--- config.mk ---
export PLATFORM = sky130hd
export DESIGN_NAME = filter_output_quantizer_flat
export DESIGN_NICKNAME = d
export VERILOG_FILES = /design/src/rtl/filter_output_quantizer_if.sv /design/src/rtl/filter_output_quantizer.sv /design/src/flat_wrapper.sv
export SDC_FILE = /design/constraint.sdc
export NUM_CORES = 1
export LEC_CHECK = 0
export ABC_AREA = 1
export CORE_ASPECT_RATIO = 1.75
export CORE_MARGIN = 1.5
export CORE_UTILIZATION = 55
export DETAILED_ROUTE_END_ITERATION = 16
export GPL_TIMING_DRIVEN = 1
export PLACE_DENSITY = 0.79
export SETUP_SLACK_MARGIN = 0.2
export SLEW_MARGIN = 20
export SYNTH_ARGS = -nofsm -noshare
export SYNTH_HDL_FRONTEND = slang
export SYNTH_SLANG_ARGS = --single-unit
export TNS_END_PERCENT = 1
--- constraint.sdc ---
create_clock -name clk -period 3.45 [get_ports clk]
set_input_delay 0.69 -clock clk [delete_from_list [all_inputs] [get_ports clk]]
set_output_delay 0.69 -clock clk [all_outputs]
set_load 0.01 [all_outputs]
--- src/rtl/filter_output_quantizer_if.sv ---
// Sample-stream bundle between the filter, the quantizer and the consumer.
// The master drives samples and ready; the slave returns FIFO head and status.
interface filter_output_quantizer_if #(
  parameter int NBinput    = 64,
  parameter int NBoutput   = 32,
  parameter int FIFO_DEPTH = 4,
  parameter int NBcnt      = 16
);
  logic                          in_valid;
  logic [NBinput-1:0]            Y_in;
  logic                          out_ready;
  logic                          out_valid;
  logic [NBoutput-1:0]           out_data;
  logic [$clog2(FIFO_DEPTH):0]   fifo_level;
  logic [NBcnt-1:0]              sat_cnt;
  logic [NBcnt-1:0]              drop_cnt;

  modport master (
    output in_valid, Y_in, out_ready,
    input  out_valid, out_data, fifo_level, sat_cnt, drop_cnt
  );

  modport slave (
    input  in_valid, Y_in, out_ready,
    output out_valid, out_data, fifo_level, sat_cnt, drop_cnt
  );
endinterface

--- src/rtl/filter_output_quantizer.sv ---
// Rescale (arithmetic shift), saturate and buffer filter samples in a small FIFO.
// Define QUANT_ROUND_EN for round-half-up; otherwise plain truncation.
module filter_output_quantizer #(
  parameter int NBinput    = 64,
  parameter int NBoutput   = 32,
  parameter int SHIFT      = 16,
  parameter int FIFO_DEPTH = 4,
  parameter int NBcnt      = 16
) (
  input logic                    clk,
  input logic                    rst,
  filter_output_quantizer_if.slave bus
);
  localparam int AW = $clog2(FIFO_DEPTH);
  localparam int LW = AW + 1;
  localparam int HI = NBinput - NBoutput + 2;
  localparam logic [NBoutput-1:0] MAXV = {1'b0, {(NBoutput-1){1'b1}}};
  localparam logic [NBoutput-1:0] MINV = {1'b1, {(NBoutput-1){1'b0}}};
  localparam logic [NBcnt-1:0]    CMAX = '1;
  localparam logic [LW-1:0]       FULL = LW'(FIFO_DEPTH);

  // ---------------- stage 1: round, shift, clamp ----------------
  logic signed [NBinput:0] t, q;
  logic                    sat_hi, sat_lo;
  logic [NBoutput-1:0]     clamp;

`ifdef QUANT_ROUND_EN
  localparam int SHM1 = (SHIFT > 0) ? SHIFT - 1 : 0;
  localparam logic [NBinput:0] RND =
    (SHIFT > 0) ? ({{NBinput{1'b0}}, 1'b1} << SHM1) : '0;
`endif

  always_comb begin
    t = {bus.Y_in[NBinput-1], bus.Y_in};
`ifdef QUANT_ROUND_EN
    // one guard bit keeps the rounding add from wrapping at the positive limit
    t = t + RND;
`endif
    q      = t >>> SHIFT;
    sat_hi = !q[NBinput] && (|q[NBinput-1:NBoutput-1]);
    sat_lo =  q[NBinput] && !(&q[NBinput-1:NBoutput-1]);
    if (sat_hi)      clamp = MAXV;
    else if (sat_lo) clamp = MINV;
    else             clamp = q[NBoutput-1:0];
  end

  logic                s1_valid_q, s1_valid_d;
  logic                s1_sat_q, s1_sat_d;
  logic [NBoutput-1:0] s1_data_q, s1_data_d;

  always_comb begin
    s1_valid_d = bus.in_valid;
    s1_sat_d   = bus.in_valid && (sat_hi || sat_lo);
    s1_data_d  = bus.in_valid ? clamp : s1_data_q;
  end

  // ---------------- stage 2: FIFO and status ----------------
  logic [NBoutput-1:0] mem_q [FIFO_DEPTH];
  logic [NBoutput-1:0] mem_d [FIFO_DEPTH];
  logic [AW-1:0]       wr_ptr_q, wr_ptr_d, rd_ptr_q, rd_ptr_d;
  logic [LW-1:0]       level_q, level_d;
  logic [NBoutput-1:0] last_q, last_d;
  logic [NBcnt-1:0]    sat_cnt_q, sat_cnt_d, drop_cnt_q, drop_cnt_d;
  logic                full, pop, do_push, drop;

  assign full    = (level_q == FULL);
  assign pop     = (level_q != '0) && bus.out_ready;
  assign do_push = s1_valid_q && (!full || pop);
  assign drop    = s1_valid_q && full && !pop;

  always_comb begin
    mem_d      = mem_q;
    wr_ptr_d   = wr_ptr_q;
    rd_ptr_d   = rd_ptr_q;
    level_d    = level_q;
    last_d     = last_q;
    sat_cnt_d  = sat_cnt_q;
    drop_cnt_d = drop_cnt_q;
    if (do_push) begin
      mem_d[wr_ptr_q] = s1_data_q;
      wr_ptr_d        = wr_ptr_q + 1'b1;
    end
    if (pop) begin
      // remember the departing head so out_data holds it once empty
      last_d   = mem_q[rd_ptr_q];
      rd_ptr_d = rd_ptr_q + 1'b1;
    end
    case ({do_push, pop})
      2'b10:   level_d = level_q + 1'b1;
      2'b01:   level_d = level_q - 1'b1;
      default: level_d = level_q;
    endcase
    if (s1_valid_q && s1_sat_q && sat_cnt_q != CMAX) sat_cnt_d = sat_cnt_q + 1'b1;
    if (drop && drop_cnt_q != CMAX) drop_cnt_d = drop_cnt_q + 1'b1;
  end

  always_ff @(posedge clk) begin
    if (rst) begin
      s1_valid_q <= 1'b0;
      s1_sat_q   <= 1'b0;
      s1_data_q  <= '0;
      for (int i = 0; i < FIFO_DEPTH; i++) mem_q[i] <= '0;
      wr_ptr_q   <= '0;
      rd_ptr_q   <= '0;
      level_q    <= '0;
      last_q     <= '0;
      sat_cnt_q  <= '0;
      drop_cnt_q <= '0;
    end else begin
      s1_valid_q <= s1_valid_d;
      s1_sat_q   <= s1_sat_d;
      s1_data_q  <= s1_data_d;
      mem_q      <= mem_d;
      wr_ptr_q   <= wr_ptr_d;
      rd_ptr_q   <= rd_ptr_d;
      level_q    <= level_d;
      last_q     <= last_d;
      sat_cnt_q  <= sat_cnt_d;
      drop_cnt_q <= drop_cnt_d;
    end
  end

  assign bus.out_valid  = (level_q != '0);
  assign bus.out_data   = (level_q != '0) ? mem_q[rd_ptr_q] : last_q;
  assign bus.fifo_level = level_q;
  assign bus.sat_cnt    = sat_cnt_q;
  assign bus.drop_cnt   = drop_cnt_q;
endmodule

--- src/flat_wrapper.sv ---
// flat-port wrapper written by rule: the top's interface ports become plain ports
module filter_output_quantizer_flat 
#(
  parameter int NBinput    = 64,
  parameter int NBoutput   = 32,
  parameter int SHIFT      = 16,
  parameter int FIFO_DEPTH = 4,
  parameter int NBcnt      = 16
)
  (clk, rst, bus_in_valid, bus_Y_in, bus_out_ready, bus_out_valid, bus_out_data, bus_fifo_level, bus_sat_cnt, bus_drop_cnt);
  filter_output_quantizer_if #(.NBinput(NBinput), .NBoutput(NBoutput), .FIFO_DEPTH(FIFO_DEPTH), .NBcnt(NBcnt)) bus_i ();
  input logic clk;
  input logic rst;
  input wire logic [$bits(bus_i.in_valid)-1:0] bus_in_valid;
  input wire logic [$bits(bus_i.Y_in)-1:0] bus_Y_in;
  input wire logic [$bits(bus_i.out_ready)-1:0] bus_out_ready;
  output wire logic [$bits(bus_i.out_valid)-1:0] bus_out_valid;
  output wire logic [$bits(bus_i.out_data)-1:0] bus_out_data;
  output wire logic [$bits(bus_i.fifo_level)-1:0] bus_fifo_level;
  output wire logic [$bits(bus_i.sat_cnt)-1:0] bus_sat_cnt;
  output wire logic [$bits(bus_i.drop_cnt)-1:0] bus_drop_cnt;
  assign bus_i.in_valid = bus_in_valid;
  assign bus_i.Y_in = bus_Y_in;
  assign bus_i.out_ready = bus_out_ready;
  assign bus_out_valid = bus_i.out_valid;
  assign bus_out_data = bus_i.out_data;
  assign bus_fifo_level = bus_i.fifo_level;
  assign bus_sat_cnt = bus_i.sat_cnt;
  assign bus_drop_cnt = bus_i.drop_cnt;
  filter_output_quantizer #(.NBinput(NBinput), .NBoutput(NBoutput), .SHIFT(SHIFT), .FIFO_DEPTH(FIFO_DEPTH), .NBcnt(NBcnt)) u_core (.clk(clk), .rst(rst), .bus(bus_i));
endmodule
==> metrics <==
First DRT Iteration DRCs around 1100; Worst-Skew Late Latency 0.51 ns; Root Driver clkbuf_16; fillcell total between 1500 and 2000; Total GRT Usage between 20% and 30%; startpoint class of the critical path flop; YS warnings 0; final hold vios 0; placed wire-length estimate 16.7 mm; die area about 0.020 mm²; status complete, no violations; Final Skew around 0.014 ns; TritonCTS clock tree built; final slew viol count 0; worst setup path start u_core.rd_ptr_q[0]; nets@finish around 1600; TritonRoute pass-1 iters 6; Worst Setup End Kind output port; worst slew pin tran between 0.8 and 0.9 ns; power share of the sequential group 37.7%; launch point of the worst reg-to-reg path u_core.wr_ptr_q[0]; residual DRC count 0; Post-synth EDFFs 0; register area approximately 0.0047 mm²; total core area between 0.015 and 0.02 mm²; crit path max fanout 30; post-route ant nets 0; data required time of the worst path ~2.8 ns; Clk pwr share a little under a third; R2R Path End u_core.mem_q[121]; NetSw ~2.6 mW; non-filler cells, final around 1800; Cell variety after synth 29; Critical Path Sink bus_out_data[15]; multi-input logic area roughly 0.0052 mm²; synthesized instance count roughly 1500; CTS hold repair buffers 0; Comb pwr share slightly above 30%; Cell Area, Synth approximately 0.011 mm²; syn_area_per_cell between 6 and 7 µm²; final RePlAce weighted congestion 0.798; Final period util approximately 91%; dominant cell type by area after synthesis dfxtp_1; die height 186 µm; Slew headroom 44.5%; Peak VDD IR around 0.47 mV; sequential area share after synthesis 44.3%; r2r worst-path depth 6; Max-cap violations 0; syn nets around 1600; Final Setup Violations 0; Critical Path AT approximately 2.5 ns; drt wl/cell about 15 µm; HP Class flop to flop; Fin Setup TNS 0 ns; via count between 10000 and 15000; CP Class flop to output port; global route overflow 0; Yosys top cell area share between 40% and 50%; n_diodes 0; FMAX between 0.3 and 0.4 GHz; number of antenna violations at the first check in global routing 0; Horiz. Die Dim approximately 110 µm; hold path depth 2; Int Pwr about 5.5 mW; Leakage 4.31 nW; Layout area overhead 18.1%; TritonCTS Sinks ~230; placed cells approximately 1800; FP Rows 66; hold_sp u_core.mem_q[59]; total CTS buffers 22; RSZ-0062 raised after global routing false; vias in the first global route between 9000 and 10000; fraction of layout cells with a size suffix above 1 under 10%; Worst R2R Setup Slack 1.34 ns; power density cells 651 mW/mm²; routed wire length roughly 28 mm; port bufs 119; clock buffer depth 3; largest cells by area after synthesis dfxtp_1 44%, nand2_1 16%, a21oi_1 12%, nand3_1 10%, o21ai_0 3.5%; I/O Pins 136; Async SR Flop Fraction 0%; switching part of the total roughly a third; Final min period about 3.1 ns; first-pass GRT wire length around 45 mm; Fin Hold WS between 0.4 and 0.5 ns; H-tree depth 1; Post-synth top flop dfxtp_1; largest net degree at the start of global routing between 70 and 80; Seq cells post-synth 233; starting density of the core a little under three fifths; CTS clk-pin slew, worst paths 0.07 ns; vias per cell between 5 and 6
synthesized netlist by cell type (2+ instances only):
| library cell | number |
|---|---|
| nor2_2 | 3 |
| o21ai_0 | 74 |
| buf_4 | 3 |
| clkbuf_1 | 58 |
| nand3_1 | 213 |
| ha_1 | 7 |
| buf_1 | 10 |
| nand2_2 | 5 |
| xnor2_1 | 5 |
| nand2_1 | 441 |
| xor2_1 | 8 |
| o21ai_1 | 2 |
| buf_6 | 14 |
| nand4_1 | 12 |
| a21oi_1 | 258 |
| inv_1 | 32 |
| nor2_1 | 91 |
| dfxtp_1 | 233 |
| nor2_4 | 2 |
| buf_2 | 29 |
worst min-delay path by stage:
| stage | to | slack (ns) |
|---|---|---|
| after floorplan | u_core.mem_q[127] | 0.44 |
| after global placement | u_core.mem_q[54] | 0.45 |
| after detailed placement | u_core.mem_q[69] | 0.45 |
| after CTS | u_core.mem_q[39] | 0.46 |
| after global routing | u_core.mem_q[71] | 0.48 |
| final | u_core.mem_q[59] | 0.46 |
power by group through the flow:
stage / clock (mW) / sequential, mW / combinational (mW)
finish: 2.59 / 3.05 / 2.46
floorplan: 0 / 3.05 / 1.35
global route: 2.71 / 3.08 / 2.69
CTS: 2.61 / 3.04 / 2.45
global placement: 0 / 3.09 / 2.41
detailed placement: 0 / 3.10 / 2.43
repair_timing:
item / CTS / global route
buffers inserted: 0 / 0
endpoints found under the setup margin: 1 / 20
gates resized for setup: 1 / 3
gates cloned: 0 / 0
layout make-up:
class                      instances  share of cell area, %
tap                              238                   2.39
multi-input combinational       1127                   41.6
sequential                       233                   37.5
timing repair buffer             139                   11.1
clock buffer                      28                   5.18
inverter                          35                   1.08
clock inverter                    11                   1.11
cells in the final DEF (no fill, tap or decap), drive strengths merged:
cell type	count
dfxtp	233
clkinv	6
o21ai	77
nand4	12
clkdlybuf4s50	118
clkbuf	28
xor2	8
a21oi	259
fa	1
a21boi	1
nand3	214
clkinvlp	3
xnor2	5
inv	34
ha	7
nand2	447
nor2	96
buf	21
bufinv	3
flip-flops by register name, indices dropped and copies added, names as in the netlist:
signal / flops
u_core.bus.sat_cnt: 16
u_core.rd_ptr_q: 2
u_core.last_q: 32
u_core.wr_ptr_q: 2
u_core.mem_q: 128
u_core.s1_valid_q: 1
u_core.s1_data_q: 32
u_core.s1_sat_q: 1
u_core.bus.drop_cnt: 16
u_core.bus.fifo_level: 3
worst max-delay path, stage by stage, from the launching register on:
cell and delay (ns):
dfxtp_4 0.43, inv_2 0.09, buf_4 0.34, nand2_1 0.09, nand3_1 0.09, nand2_1 0.14, a21oi_1 0.19, clkdlybuf4s50_1 0.56
per-stage QoR:
stage	util, %	instance area (µm²)	setup WS (ns)	power (mW)
5_1_grt	66.6	12400	0.211	8.47
2_1_floorplan	-	10500	1.12	4.40
3_3_place_gp	62.4	11600	0.697	5.50
6_report	66.6	12400	0.313	8.10
3_5_place_dp	62.4	11600	0.715	5.53
4_1_cts	66.6	12400	0.238	8.11
logic make-up (layout without fill, tap and decap cells):
kind of cell	count (synthesis)	after routing	synth area share (%)
compound gates	337	337	16.1
simple gates	769	769	30.7
xor+xnor	13	13	1.08
fa+ha+maj	8	8	1.02
buf+inv	149	213	6.79
flops	233	233	44.3
per-layer routing:
metal / GRT usage, % / up-vias / routed length [µm]
met5: 0 / - / 0
met4: 9.84 / 0 / 592
met3: 3.22 / 56 / 1800
met2: 49.0 / 397 / 14100
met1: 34.6 / 4801 / 11400
li1: - / 5111 / -
(Power assumes the default switching activity.)
